==> src/rtl/spi_seq_arbiter.sv <==
// Two-requester Wishbone sequencer sharing one simple_spi_master_wb instance.
// Per granted byte: optional CONFIG write, DATA write, wait for the SPI
// transfer, DATA read, then a done pulse with the received byte.
module spi_seq_arbiter #(
  parameter logic [31:0] CFG_ADR     = 32'h2400_0000,
  parameter logic [31:0] DATA_ADR    = 32'h2400_0004,
  parameter int unsigned ACK_TIMEOUT = 255,
  parameter int unsigned BUSY_WAIT   = 8
) (
  input  logic        wb_clk_i,
  input  logic        wb_rst_i,
  input  logic        req0_i,
  input  logic        req1_i,
  input  logic        lock0_i,
  input  logic        lock1_i,
  input  logic [15:0] cfg0_i,
  input  logic [15:0] cfg1_i,
  input  logic [7:0]  tx0_i,
  input  logic [7:0]  tx1_i,
  output logic        gnt0_o,
  output logic        gnt1_o,
  output logic        done0_o,
  output logic        done1_o,
  output logic [7:0]  rx_o,
  output logic        err_o,
  input  logic        spi_busy_i,
  output logic        wbm_cyc_o,
  output logic        wbm_stb_o,
  output logic        wbm_we_o,
  output logic [3:0]  wbm_sel_o,
  output logic [31:0] wbm_adr_o,
  output logic [31:0] wbm_dat_o,
  input  logic [31:0] wbm_dat_i,
  input  logic        wbm_ack_i
);

  typedef enum logic [2:0] {
    StIdle, StArb, StCfgWr, StDatWr, StWaitBsy, StWaitIdle, StDatRd, StDone
  } state_e;

  localparam logic [7:0] AckLast = 8'(ACK_TIMEOUT - 1);
  localparam logic [7:0] BsyLast = 8'(BUSY_WAIT - 1);

  state_e      state_q, state_d;
  logic        owner_q, owner_d;     // requester currently (or last) granted
  logic        rr_q, rr_d;           // requester served last
  logic        hold_q, hold_d;       // owner keeps the grant for the next byte
  logic        gnt_q, gnt_d;
  logic        cache_vld_q, cache_vld_d;
  logic [15:0] cache_q, cache_d;
  logic        err_q, err_d;
  logic [7:0]  rx_q, rx_d;
  logic        cyc_q, cyc_d;
  logic        we_q, we_d;
  logic [31:0] adr_q, adr_d;
  logic [31:0] dat_q, dat_d;
  logic [7:0]  ack_cnt_q, ack_cnt_d;
  logic [7:0]  bsy_cnt_q, bsy_cnt_d;

  logic        grant;
  logic [15:0] cfg_gnt;
  logic [15:0] cfg_sel;
  logic [7:0]  tx_sel;
  logic        ack_ok;
  logic        ack_to;
  logic        unused_dat;

  assign unused_dat = ^wbm_dat_i[31:8];

  // State and registered bus outputs.
  always_ff @(posedge wb_clk_i) begin
    if (wb_rst_i) begin
      state_q     <= StIdle;
      owner_q     <= 1'b0;
      rr_q        <= 1'b1;
      hold_q      <= 1'b0;
      gnt_q       <= 1'b0;
      cache_vld_q <= 1'b0;
      cache_q     <= 16'h0;
      err_q       <= 1'b0;
      rx_q        <= 8'h00;
      cyc_q       <= 1'b0;
      we_q        <= 1'b0;
      adr_q       <= 32'h0;
      dat_q       <= 32'h0;
      ack_cnt_q   <= 8'h0;
      bsy_cnt_q   <= 8'h0;
    end else begin
      state_q     <= state_d;
      owner_q     <= owner_d;
      rr_q        <= rr_d;
      hold_q      <= hold_d;
      gnt_q       <= gnt_d;
      cache_vld_q <= cache_vld_d;
      cache_q     <= cache_d;
      err_q       <= err_d;
      rx_q        <= rx_d;
      cyc_q       <= cyc_d;
      we_q        <= we_d;
      adr_q       <= adr_d;
      dat_q       <= dat_d;
      ack_cnt_q   <= ack_cnt_d;
      bsy_cnt_q   <= bsy_cnt_d;
    end
  end

  // Sequencer next-state, arbitration and bus access control.
  always_comb begin
    state_d     = state_q;
    owner_d     = owner_q;
    rr_d        = rr_q;
    hold_d      = hold_q;
    gnt_d       = gnt_q;
    cache_vld_d = cache_vld_q;
    cache_d     = cache_q;
    err_d       = err_q;
    rx_d        = rx_q;
    cyc_d       = cyc_q;
    we_d        = we_q;
    adr_d       = adr_q;
    dat_d       = dat_q;
    ack_cnt_d   = cyc_q ? ack_cnt_q + 8'd1 : 8'd0;
    bsy_cnt_d   = 8'd0;

    if (hold_q)                grant = owner_q;
    else if (req0_i && req1_i) grant = ~rr_q;
    else                       grant = req1_i;
    cfg_gnt = grant ? cfg1_i : cfg0_i;
    cfg_sel = owner_q ? cfg1_i : cfg0_i;
    tx_sel  = owner_q ? tx1_i : tx0_i;
    ack_ok  = cyc_q & wbm_ack_i;
    ack_to  = cyc_q & ~wbm_ack_i & (ack_cnt_q == AckLast);

    unique case (state_q)
      StIdle: begin
        // A held grant only lets its owner back in.
        if (hold_q ? (owner_q ? req1_i : req0_i) : (req0_i | req1_i)) state_d = StArb;
      end
      StArb: begin
        owner_d = grant;
        gnt_d   = 1'b1;
        state_d = (!cache_vld_q || cfg_gnt != cache_q) ? StCfgWr : StDatWr;
      end
      StCfgWr: begin
        if (!cyc_q) begin
          cyc_d = 1'b1;
          we_d  = 1'b1;
          adr_d = CFG_ADR;
          dat_d = {16'h0, cfg_sel};
        end else if (ack_ok) begin
          cyc_d       = 1'b0;
          we_d        = 1'b0;
          adr_d       = 32'h0;
          dat_d       = 32'h0;
          cache_vld_d = 1'b1;
          cache_d     = dat_q[15:0];
          state_d     = StDatWr;
        end
      end
      StDatWr: begin
        if (!cyc_q) begin
          cyc_d = 1'b1;
          we_d  = 1'b1;
          adr_d = DATA_ADR;
          dat_d = {24'h0, tx_sel};
        end else if (ack_ok) begin
          cyc_d   = 1'b0;
          we_d    = 1'b0;
          adr_d   = 32'h0;
          dat_d   = 32'h0;
          state_d = StWaitBsy;
        end
      end
      StWaitBsy: begin
        // A short transfer may finish before busy is ever seen.
        bsy_cnt_d = bsy_cnt_q + 8'd1;
        if (spi_busy_i) begin
          bsy_cnt_d = 8'd0;
          state_d   = StWaitIdle;
        end else if (bsy_cnt_q == BsyLast) begin
          bsy_cnt_d = 8'd0;
          state_d   = StDatRd;
        end
      end
      StWaitIdle: begin
        if (!spi_busy_i) state_d = StDatRd;
      end
      StDatRd: begin
        if (!cyc_q) begin
          cyc_d = 1'b1;
          we_d  = 1'b0;
          adr_d = DATA_ADR;
          dat_d = 32'h0;
        end else if (ack_ok) begin
          cyc_d   = 1'b0;
          adr_d   = 32'h0;
          rx_d    = wbm_dat_i[7:0];
          state_d = StDone;
        end
      end
      StDone: begin
        rr_d    = owner_q;
        hold_d  = ~err_q & (owner_q ? lock1_i : lock0_i);
        gnt_d   = hold_d;
        err_d   = 1'b0;
        state_d = StIdle;
      end
      default: state_d = StIdle;
    endcase

    // Abandon a stalled access; the SPI master state is then unknown.
    if (ack_to) begin
      cyc_d       = 1'b0;
      we_d        = 1'b0;
      adr_d       = 32'h0;
      dat_d       = 32'h0;
      err_d       = 1'b1;
      rx_d        = 8'hFF;
      cache_vld_d = 1'b0;
      hold_d      = 1'b0;
      state_d     = StDone;
    end
  end

  assign gnt0_o    = gnt_q & ~owner_q;
  assign gnt1_o    = gnt_q & owner_q;
  assign done0_o   = (state_q == StDone) & ~owner_q;
  assign done1_o   = (state_q == StDone) & owner_q;
  assign err_o     = (state_q == StDone) & err_q;
  assign rx_o      = rx_q;
  assign wbm_cyc_o = cyc_q;
  assign wbm_stb_o = cyc_q;
  assign wbm_we_o  = we_q;
  assign wbm_sel_o = {4{cyc_q}};
  assign wbm_adr_o = adr_q;
  assign wbm_dat_o = dat_q;

endmodule

==> config.mk <==
export PLATFORM = sky130hd
export DESIGN_NAME = spi_seq_arbiter
export DESIGN_NICKNAME = d
export VERILOG_FILES = /design/src/rtl/spi_seq_arbiter.sv
export SDC_FILE = /design/constraint.sdc
export NUM_CORES = 1
export LEC_CHECK = 0
export ABC_AREA = 1
export CAP_MARGIN = 20
export CORE_AREA = 2 2 111 113
export CTS_CLUSTER_DIAMETER = 60
export DETAILED_ROUTE_END_ITERATION = 10
export DIE_AREA = 0 0 113 115
export MAX_ROUTING_LAYER = met4
export PLACE_DENSITY_LB_ADDON = 0.05
export SYNTH_ARGS = -nofsm -noshare
export SYNTH_HDL_FRONTEND = slang
export SYNTH_SLANG_ARGS = --single-unit
==> constraint.sdc <==
create_clock -name wb_clk_i -period 2 [get_ports wb_clk_i]
set_clock_uncertainty 0.1 [all_clocks]
set_input_delay 0.4 -clock wb_clk_i [delete_from_list [all_inputs] [get_ports wb_clk_i]]
set_output_delay 0.4 -clock wb_clk_i [all_outputs]
set_load 0.03 [all_outputs]
==> flow_summary.ini <==
[synth]
syn-num-nets = 796
ys_warn_count = 0
netlist_top_cells_area = dfxtp_1, nand2_1, nor2_1, inv_1, nand3_1
synth_top_area_frac = 0.453
postSynthCellCount = 705
ys_types = 40
synth_area_leader_cell = dfxtp_1
ys_seq_area_frac = 0.453
ys_ff_latch = 115
synthesis.area_um2 = 5090
avgSynthCellArea_um2 = 7.22

[global_routing]
grt-ovfl-total = 0
grt_pass1_wl_um = 23200
antenna_found_initial = 0
track_usage = 0.230
grt_max_degree = 49
grt_pass1_vias = 4863

[finish]
stdcell_count = 1029
multi_input_area_um2 = 2290
finalNetCount = 960
layout-drive-gt1-share = 0.103
syn_to_final_growth_pct = 46.9
seqCellArea_um2 = 2310
nFillCells = 1080
diodes = 0
fin_area_um2 = 7470

[sta]
final.min_clock_period_ps = 1950
maxSlewHeadroom = 0.677
setup_viol = 0
fin_crit_sh = 0.976
hold_ws_ps = 334
max_slew.worst_pin.slew_ps = 483
finalHoldViolations = 0
fmax_ghz = 0.512
tns_ps = 0
final_max_slew_viol_count = 0
rsz0062_at_grt = false

[die]
fp.dieH_um = 115
fp.coreArea_um2 = 11800
initial_core_util = 0.431
rows = 40
io_pins = 172
fp.dieW_um = 113
dieArea_um2 = 13000

[place]
place_area_um2 = 6860
gp_congestion = 0.906
place_inst = 997
hpwl_um = 10300
port_buffers = 147

[setup_path]
worstSetupPathType = flip-flop to output port
critPathCaptureType = output port
cpPeakStageDelay_ps = 690
crit_chain = clkdlybuf4s50_1
critPathRequiredTime_ps = 1500
cp-start-kind = flip-flop
critPathSlowestCell = clkdlybuf4s50_1
r2r_slack_ps = 150
path_buf_inv = 1
crit_family = buffers and inverters
cp_max_fo = 3
arrival_ps = 1450

[run_status]
violations = DRC
status = finished, violations left

[clock_tree]
cts_buffers = 17
cts_tree = built
clk_pin_slew_ps = 50
cts.sinks = 115
worstSkewPairLatency_ps = 410
cts.path.max_buffers = 2
postCtsSetupRepairBufs = 0
ctsRootBufferMaster = clkbuf_16
cts_htree_levels = 4

[pwr]
powerDensity_nw_per_um2 = 1100
total_power_mw = 8.25
ir_drop_mv = 0.869
leakagePower_nw = 3.26

[route]
vias = 5077
initialDrtViolationCount = 292
final_antenna_net_count = 0
viasPerCell = 4.93
dr.pass1.iters = 8
routedWlPerCell_um = 13.8
routed_wirelength_um = 14200
drc = 8

[flow_run]
drv_cap = 0

[worst_hold_path]
hold_path.class = flip-flop to flip-flop
[path summary, 6_finish.rpt]
kind | depth (start not counted) | to | start
hold / removal | 2 | wbm_adr_o[28]$_SDFFE_PP0P_ | wbm_adr_o[28]$_SDFFE_PP0P_
hold reg to reg | 2 | wbm_adr_o[28]$_SDFFE_PP0P_ | wbm_adr_o[28]$_SDFFE_PP0P_
setup / recovery | 1 | wbm_dat_o[12] | wbm_dat_o[12]$_SDFFE_PP0P_
setup reg to reg | 9 | wbm_dat_o[0]$_SDFFE_PP0P_ | state_q[2]$_SDFFE_PP0P_
[synth_stat cells (all sizes together)]
cell,count
nand2,171
dfxtp,115
nor2,105
inv,88
nand3,50
o21ai,37
a21oi,28
buf,24
o22ai,17
mux2i,12
nand3b,11
clkbuf,9
nor3,6
o31ai,5
ha,3
o41ai,3
xnor2,3
a211oi,2
a31oi,2
clkinv,2
nand4,2
nor3b,2
xor2,2
a21o,1
a311oi,1
a32oi,1
o211ai,1
o21a,1
or2,1
[what timing repair did]
action / in CTS / in global routing
hold buffers: 0 / 0
hold endpoints to repair: 0 / 0
setup endpoints to repair: 12 / 23
gates resized for setup: 15 / 14
[placed cells by master (no fill, tap or decap), types with 4 or more instances in the layout]
cell and count:
inv_2 4, clkdlybuf4s50_1 128, nand3b_1 11, dlymetal6s2s_1 6, mux2i_1 12, buf_12 6
nor2_1 98, buf_4 26, clkinvlp_4 5, dfxtp_1 112, o31ai_1 4, o21ai_0 36
nor3_1 6, nand3_1 48, o22ai_1 17, clkbuf_16 17, inv_1 85, a21oi_1 28
nand2_1 167, dlygate4sd2_1 9, nor2_2 5
[kinds of logic after synthesis]
logic type	synth area share
xor+xnor	0.00861
fa+ha+maj	0.00738
mux	0.0236
compound gates	0.113
flops	0.453
buf+inv	0.102
simple gates	0.293
[state kept, by name, indices dropped and copies added (netlist names)]
name and flops:
ack_cnt_q 8, bsy_cnt_q 8, cache_q 16, cache_vld_q 1
err_q 1, gnt_q 1, hold_q 1, owner_q 1
rr_q 1, rx_o 8, state_q 3, wbm_adr_o 32
wbm_cyc_o 1, wbm_dat_o 32, wbm_we_o 1
[layer usage]
layer,track usage,up-vias,routed length (µm)
met4,0.0813,0,172
met1,0.276,2343,6400
li1,-,2573,-
met3,0.0633,17,973
met2,0.374,144,6640
met5,-,-,0
[where the power goes]
group          internal [mW]  switching, mW  total [mW]  leakage (nW)
sequential              2.52          0.174        2.70         0.931
clock                   1.75           1.11        2.86         0.265
combinational           1.03           1.66        2.70          2.07
[final cells by class]
cell class	count	share of cell area
clock buffers	18	0.0588
clock inverters	14	0.0174
inverters	90	0.0452
multi-input cells	467	0.307
flip-flops and latches	115	0.309
well taps	147	0.0246
repair buffers	178	0.239
[per-stage QoR]
stage                util  setup slack, ps
floorplan               -              160
global placement    0.581             -249
detailed placement  0.581             -304
CTS                 0.629             11.7
global route        0.633             3.76
finish              0.633             47.8
(Power assumes the default switching activity.)
